## config.mk

```make
export PLATFORM = sky130hd
export DESIGN_NAME = uart_rx_frontend
export DESIGN_NICKNAME = d
export VERILOG_FILES = /design/src/rtl/uart_rx_frontend.sv
export SDC_FILE = /design/constraint.sdc
export NUM_CORES = 1
export LEC_CHECK = 0
export CAP_MARGIN = 15
export CORE_ASPECT_RATIO = 1.25
export CORE_MARGIN = 3
export CORE_UTILIZATION = 50
export DETAILED_ROUTE_END_ITERATION = 8
export GPL_ROUTABILITY_DRIVEN = 1
export GPL_TIMING_DRIVEN = 0
export PLACE_DENSITY = 0.81
export SLEW_MARGIN = 20
export SYNTH_ARGS = -nofsm -noshare
export SYNTH_HDL_FRONTEND = slang
export SYNTH_SLANG_ARGS = --single-unit
```

## constraint.sdc

```tcl
create_clock -name clk_in -period 2 [get_ports clk_in]
set_clock_uncertainty 0.1 [all_clocks]
set_input_delay 0.3 -clock clk_in [delete_from_list [all_inputs] [get_ports clk_in]]
set_output_delay 0.3 -clock clk_in [all_outputs]
set_load 0.005 [all_outputs]
```

## src/rtl/uart_rx_frontend.sv

```systemverilog
// 8N1 UART receiver: 2-flop synchronizer, start-bit validation, byte strobe and framing-error flag.
// Define UART_RX_MAJORITY_EN to take a 3-sample majority vote at every sample point.
module uart_rx_frontend #(
    parameter int unsigned CLKS_PER_BIT = 868
) (
    input  logic       clk_in,
    input  logic       rst,
    input  logic       rx_serial,
    output logic [7:0] ascii_data,
    output logic       data_valid,
    output logic       frame_error,
    output logic       busy
);
    localparam int unsigned CNT_W = $clog2(CLKS_PER_BIT);
    localparam int unsigned HALF  = CLKS_PER_BIT / 2;
    localparam logic [CNT_W-1:0] HALF_LAST = CNT_W'(HALF - 1);
    localparam logic [CNT_W-1:0] BIT_LAST  = CNT_W'(CLKS_PER_BIT - 1);

    typedef enum logic [2:0] {
        S_IDLE,
        S_START,
        S_DATA,
        S_STOP,
        S_BREAK
    } state_e;

    state_e           state_q, state_d;
    logic [1:0]       sync_q;
    logic [CNT_W-1:0] cnt_q, cnt_d;
    logic [2:0]       idx_q, idx_d;
    logic [7:0]       sh_q, sh_d;
    logic [7:0]       data_q, data_d;
    logic             valid_q, valid_d;
    logic             ferr_q, ferr_d;
    logic             rx_s;
    logic             sample;

    assign rx_s = sync_q[1];

`ifdef UART_RX_MAJORITY_EN
    // hist_q[0] is rx_s one cycle back, hist_q[1] two cycles back.
    logic [1:0] hist_q;

    always_ff @(posedge clk_in or posedge rst) begin
        if (rst) hist_q <= 2'b11;
        else     hist_q <= {hist_q[0], rx_s};
    end

    assign sample = (hist_q[1] & hist_q[0]) | (hist_q[1] & rx_s) | (hist_q[0] & rx_s);
`else
    assign sample = rx_s;
`endif

    // Synchronizer resets to the idle line level so reset never looks like a start bit.
    always_ff @(posedge clk_in or posedge rst) begin
        if (rst) begin
            sync_q  <= 2'b11;
            state_q <= S_IDLE;
            cnt_q   <= '0;
            idx_q   <= '0;
            sh_q    <= '0;
            data_q  <= '0;
            valid_q <= 1'b0;
            ferr_q  <= 1'b0;
        end else begin
            // NOTE: non-blocking assignments make every flop see pre-edge values, independent of statement order.
            sync_q  <= {sync_q[0], rx_serial};
            state_q <= state_d;
            cnt_q   <= cnt_d;
            idx_q   <= idx_d;
            sh_q    <= sh_d;
            data_q  <= data_d;
            valid_q <= valid_d;
            ferr_q  <= ferr_d;
        end
    end

    always_comb begin
        // NOTE: every signal gets a default before the case, so no path can infer a latch.
        state_d = state_q;
        cnt_d   = cnt_q;
        idx_d   = idx_q;
        sh_d    = sh_q;
        data_d  = data_q;
        valid_d = 1'b0;
        ferr_d  = 1'b0;

        unique case (state_q)
            S_IDLE: begin
                if (!rx_s) begin
                    state_d = S_START;
                    cnt_d   = '0;
                end
            end
            S_START: begin
                if (cnt_q == HALF_LAST) begin
                    if (!sample) begin
                        state_d = S_DATA;
                        cnt_d   = '0;
                        idx_d   = '0;
                    end else begin
                        state_d = S_IDLE;
                    end
                end else begin
                    cnt_d = cnt_q + 1'b1;
                end
            end
            S_DATA: begin
                if (cnt_q == BIT_LAST) begin
                    sh_d  = {sample, sh_q[7:1]};
                    cnt_d = '0;
                    if (idx_q == 3'd7) state_d = S_STOP;
                    else               idx_d   = idx_q + 1'b1;
                end else begin
                    cnt_d = cnt_q + 1'b1;
                end
            end
            S_STOP: begin
                // Leaving at mid-stop-bit leaves half a bit of margin to catch a back-to-back start.
                if (cnt_q == BIT_LAST) begin
                    cnt_d = '0;
                    if (sample) begin
                        data_d  = sh_q;
                        valid_d = 1'b1;
                        state_d = S_IDLE;
                    end else begin
                        ferr_d  = 1'b1;
                        state_d = S_BREAK;
                    end
                end else begin
                    cnt_d = cnt_q + 1'b1;
                end
            end
            S_BREAK: begin
                if (rx_s) state_d = S_IDLE;
            end
            default: state_d = S_IDLE;
        endcase
    end

    assign ascii_data  = data_q;
    assign data_valid  = valid_q;
    assign frame_error = ferr_q;
    assign busy        = (state_q != S_IDLE);

endmodule
```

==> results by group <==
Global route
  – Global-route wire length before repair: 7.03 mm
  – Number of global-route vias before repair: between 1500 and 2000
  – Antenna violations before repair: 0
  – Maximum number of pins on one net before global-route repair: 37
  – Overall fraction of global-route tracks in use: 0.212
  – Total global routing overflow: 0

Finish
  – Area Growth Syn to Fin: 21.3%
  – # fillers: around 260
  – Count of antenna diodes in the layout: 0
  – Nets: roughly 200
  – Share of post-route cells with drive strength above 1: 0.276

Clock network
  – CTS Buf Count: 5
  – Skew-Pair Late Insertion Delay: slightly below 300 ps
  – Clock tree from TritonCTS: built
  – Cell chosen for the clock root: sky130_fd_sc_hd__clkbuf_8
  – Clock transition at path regs: roughly 70 ps
  – Sinks on the clock net: 36
  – H-tree level count: 2
  – Buffer levels on the longest clock path: 2

Critical path
  – Crit Path Category: register to register
  – Setup crit start: cnt_q[1]$_DFFE_PP0P_
  – Worst path required time: 2080 ps
  – Worst-case register-to-register setup slack: 50 ps
  – Worst R2R End: ascii_data[4]$_DFFE_PP0P_
  – Arr. time, crit path: just over 2000 ps
  – Launching element type of the critical path: register
  – Maximum fanout along the worst path: 8
  – Cell count of the worst reg-to-reg path: 6
  – Endpoint class of the critical path: register
  – R2R Path Start: cnt_q[1]$_DFFE_PP0P_

Synthesis
  – Most area-consuming cells after synthesis: sky130_fd_sc_hd__dfrtp_1, sky130_fd_sc_hd__mux2_2, sky130_fd_sc_hd__dfstp_2
  – Area share of the largest cell type after synthesis: 0.467
  – Largest area contributor in the netlist: sky130_fd_sc_hd__dfrtp_1
  – EDFF count, synth: 0
  – Most used flip-flop cell after synthesis: sky130_fd_sc_hd__dfrtp_1
  – Post-Syn Nets: ~170
  – Most frequent cell after synthesis: sky130_fd_sc_hd__dfrtp_1
  – Count of distinct cell types in the synthesized netlist: 42
  – Synthesized area per cell: between 10 and 15 um2
  – Post-synth top cells: sky130_fd_sc_hd__dfrtp_1, sky130_fd_sc_hd__mux2_2, sky130_fd_sc_hd__nand3_1
  – Register bit count reported by yosys: 36
  – Warnings from Yosys: 0
  – Synthesized instance count: between 150 and 200
  – Synthesized area: around 1800 um2
  – Share of flip-flops with an asynchronous set or reset: 1.00
  – Post-synthesis sequential area ratio: 0.496

Min path
  – Worst hold path depth: 0
  – Hold crit path type: register to register
  – Worst hold path startpoint: sync_q[0]$_DFF_PP1_
  – Destination of the worst hold path: sync_q[1]$_DFF_PP1_

Timing
  – Measured slew at the worst slew-check pin: 720 ps
  – Unrepaired setup endpoints after global routing: yes
  – Total Negative Setup Slacks: 0 ps
  – Crit path time final: 1950 ps
  – Final hold violation count: 0
  – Headroom to the max-slew limit: 0.520
  – Final setup vio count: 0
  – Slew Limit Fails: 0
  – Final period util: 0.973
  – Maximum clock frequency: just over 0.5 GHz

Power and ir drop
  – Static leakage: roughly 0.0011 uW
  – Total power consumption of the routed design: 1280 uW
  – Peak supply drop: just over 0.0005 V
  – Power density over cell area: between 500 and 600 nW/um2

Run status
  – Outcome: finished clean

Detailed routing
  – Post-route antenna net violation count: 0
  – Number of design rule violations left after detail routing: 0
  – Total wirelength of the detailed-routed design: roughly 4.1 mm
  – First-pass detailed-route iteration total: 4
  – Routed via count divided by cell count: between 6 and 7
  – Via count of the routed design: between 1000 and 1500
  – DRC violation total after the first TritonRoute iteration: between 90 and 100
  – WL per Instance: roughly 17 um

Floorplan
  – Die width: about 60 um
  – Area of the core: ~3300 um2
  – Num ports: 14
  – Overall die height: 73.5 um
  – Count of standard-cell rows: 23
  – Full die area: between 4000 and 5000 um2
  – Effective utilization at floorplan: 0.546

Place
  – Final RePlAce weighted congestion: 0.915
  – Port Buffer Count: 13
  – Sum of net half-perimeters after detailed placement: 2.56 mm

Flow run
  – Maximum Capacitance Violations: 0
-- cells in the final DEF, fill, tap and decap left out, types with 2 or more instances in the layout --
cell and n:
sky130_fd_sc_hd__dfrtp_1 32, sky130_fd_sc_hd__mux2_2 15, sky130_fd_sc_hd__clkdlybuf4s50_1 12, sky130_fd_sc_hd__buf_4 11, sky130_fd_sc_hd__nand3_1 10, sky130_fd_sc_hd__nand2_1 9, sky130_fd_sc_hd__nor2_1 8, sky130_fd_sc_hd__a21oi_1 8
sky130_fd_sc_hd__o21ai_0 7, sky130_fd_sc_hd__clkbuf_8 5, sky130_fd_sc_hd__nor2b_1 4, sky130_fd_sc_hd__inv_1 4, sky130_fd_sc_hd__and3_1 3, sky130_fd_sc_hd__nand2b_1 3, sky130_fd_sc_hd__a31oi_2 3, sky130_fd_sc_hd__a21o_1 3
sky130_fd_sc_hd__and4_1 3, sky130_fd_sc_hd__a31oi_1 3, sky130_fd_sc_hd__nand4_1 3, sky130_fd_sc_hd__or3_1 3, sky130_fd_sc_hd__a22o_1 3, sky130_fd_sc_hd__ha_1 3, sky130_fd_sc_hd__and3b_1 2, sky130_fd_sc_hd__a2bb2oi_1 2
sky130_fd_sc_hd__nor3_1 2, sky130_fd_sc_hd__o221ai_1 2, sky130_fd_sc_hd__o211ai_1 2, sky130_fd_sc_hd__o22ai_1 2, sky130_fd_sc_hd__dfrtp_2 2, sky130_fd_sc_hd__dfstp_2 2
-- flip-flops by register name, indices dropped and copies added (netlist names) --
| register | cells |
|---|---|
| cnt_q | 10 |
| ascii_data | 8 |
| sh_q | 8 |
| idx_q | 3 |
| state_q | 3 |
| sync_q | 2 |
| data_valid | 1 |
| frame_error | 1 |
-- cells by family after synthesis --
family	synth area share
and+or+nand+nor	0.204
AOI/OAI and AO/OA	0.139
DFF	0.496
muxes	0.0988
buffers and inverters	0.0302
adders and majority gates	0.0275
xor gates and xnor gates	0.00481
-- power by group --
group	total (uW)	leakage (uW)	switching [uW]	internal, uW
logic	24.7	0.000554	18.8	5.88
registers	732	0.000478	0.484	731
clock network	519	0.0000414	271	248
-- how the worst max path moves through the flow --
| stage | slack [ps] | end | cells after the start |
|---|---|---|---|
| global placement | -100 | ascii_data[0]$_DFFE_PP0P_ | 6 |
| finish | 50 | ascii_data[4]$_DFFE_PP0P_ | 6 |
| CTS | 20 | ascii_data[0]$_DFFE_PP0P_ | 6 |
| global route | -30 | sh_q[5]$_DFFE_PP0P_ | 5 |
| detailed placement | -130 | ascii_data[0]$_DFFE_PP0P_ | 6 |
| floorplan | 100 | ascii_data[1]$_DFFE_PP0P_ | 6 |
-- cell type report --
type / instances / area, um2 / share of cell area
repair buffers: 22 / 196 / 0.0889
plain buffers: 6 / 43.8 / 0.0198
clock buffers: 6 / 72.6 / 0.0328
well taps: 37 / 46.3 / 0.0209
clock inverters: 2 / 16.3 / 0.00736
multi-input cells: 119 / 911 / 0.412
flip-flops and latches: 36 / 906 / 0.410
inverters: 5 / 18.8 / 0.00849
-- worst max-delay path: stages (launching register included) --
cell and delay, ps:
sky130_fd_sc_hd__dfrtp_2 450, sky130_fd_sc_hd__ha_4 190, sky130_fd_sc_hd__and4bb_2 260, sky130_fd_sc_hd__and3_1 190, sky130_fd_sc_hd__buf_4 160, sky130_fd_sc_hd__nand4_4 130
sky130_fd_sc_hd__mux2_2 360
-- per-layer routing --
layer  track usage  up-vias  routed length, um
met4        0.0936        0                106
met1         0.248      735               1620
met3        0.0562       14                165
met2         0.357       43               2170
met5             0        -                  0
li1              -      677                  -
-- metrics by stage --
stage,setup slack (ps),utilization,hold slack (ps),instance area [um2],cells
after detailed placement,-134,0.599,247,2000,216
after CTS,16.3,0.648,258,2160,231
after floorplan,96.8,-,204,1820,166
after global routing,-25.6,0.662,263,2210,233
final,53.9,0.662,257,2210,233
after global placement,-98.0,0.599,246,2000,216
-- repair_timing --
item	4_1_cts	5_1_grt
endpoints found under the setup margin	13	26
pin swaps	2	2
hold buffers	0	0
gates resized for setup	8	10
buffers inserted	7	2
gates cloned	0	0
Power figures use the tool's default switching activity.
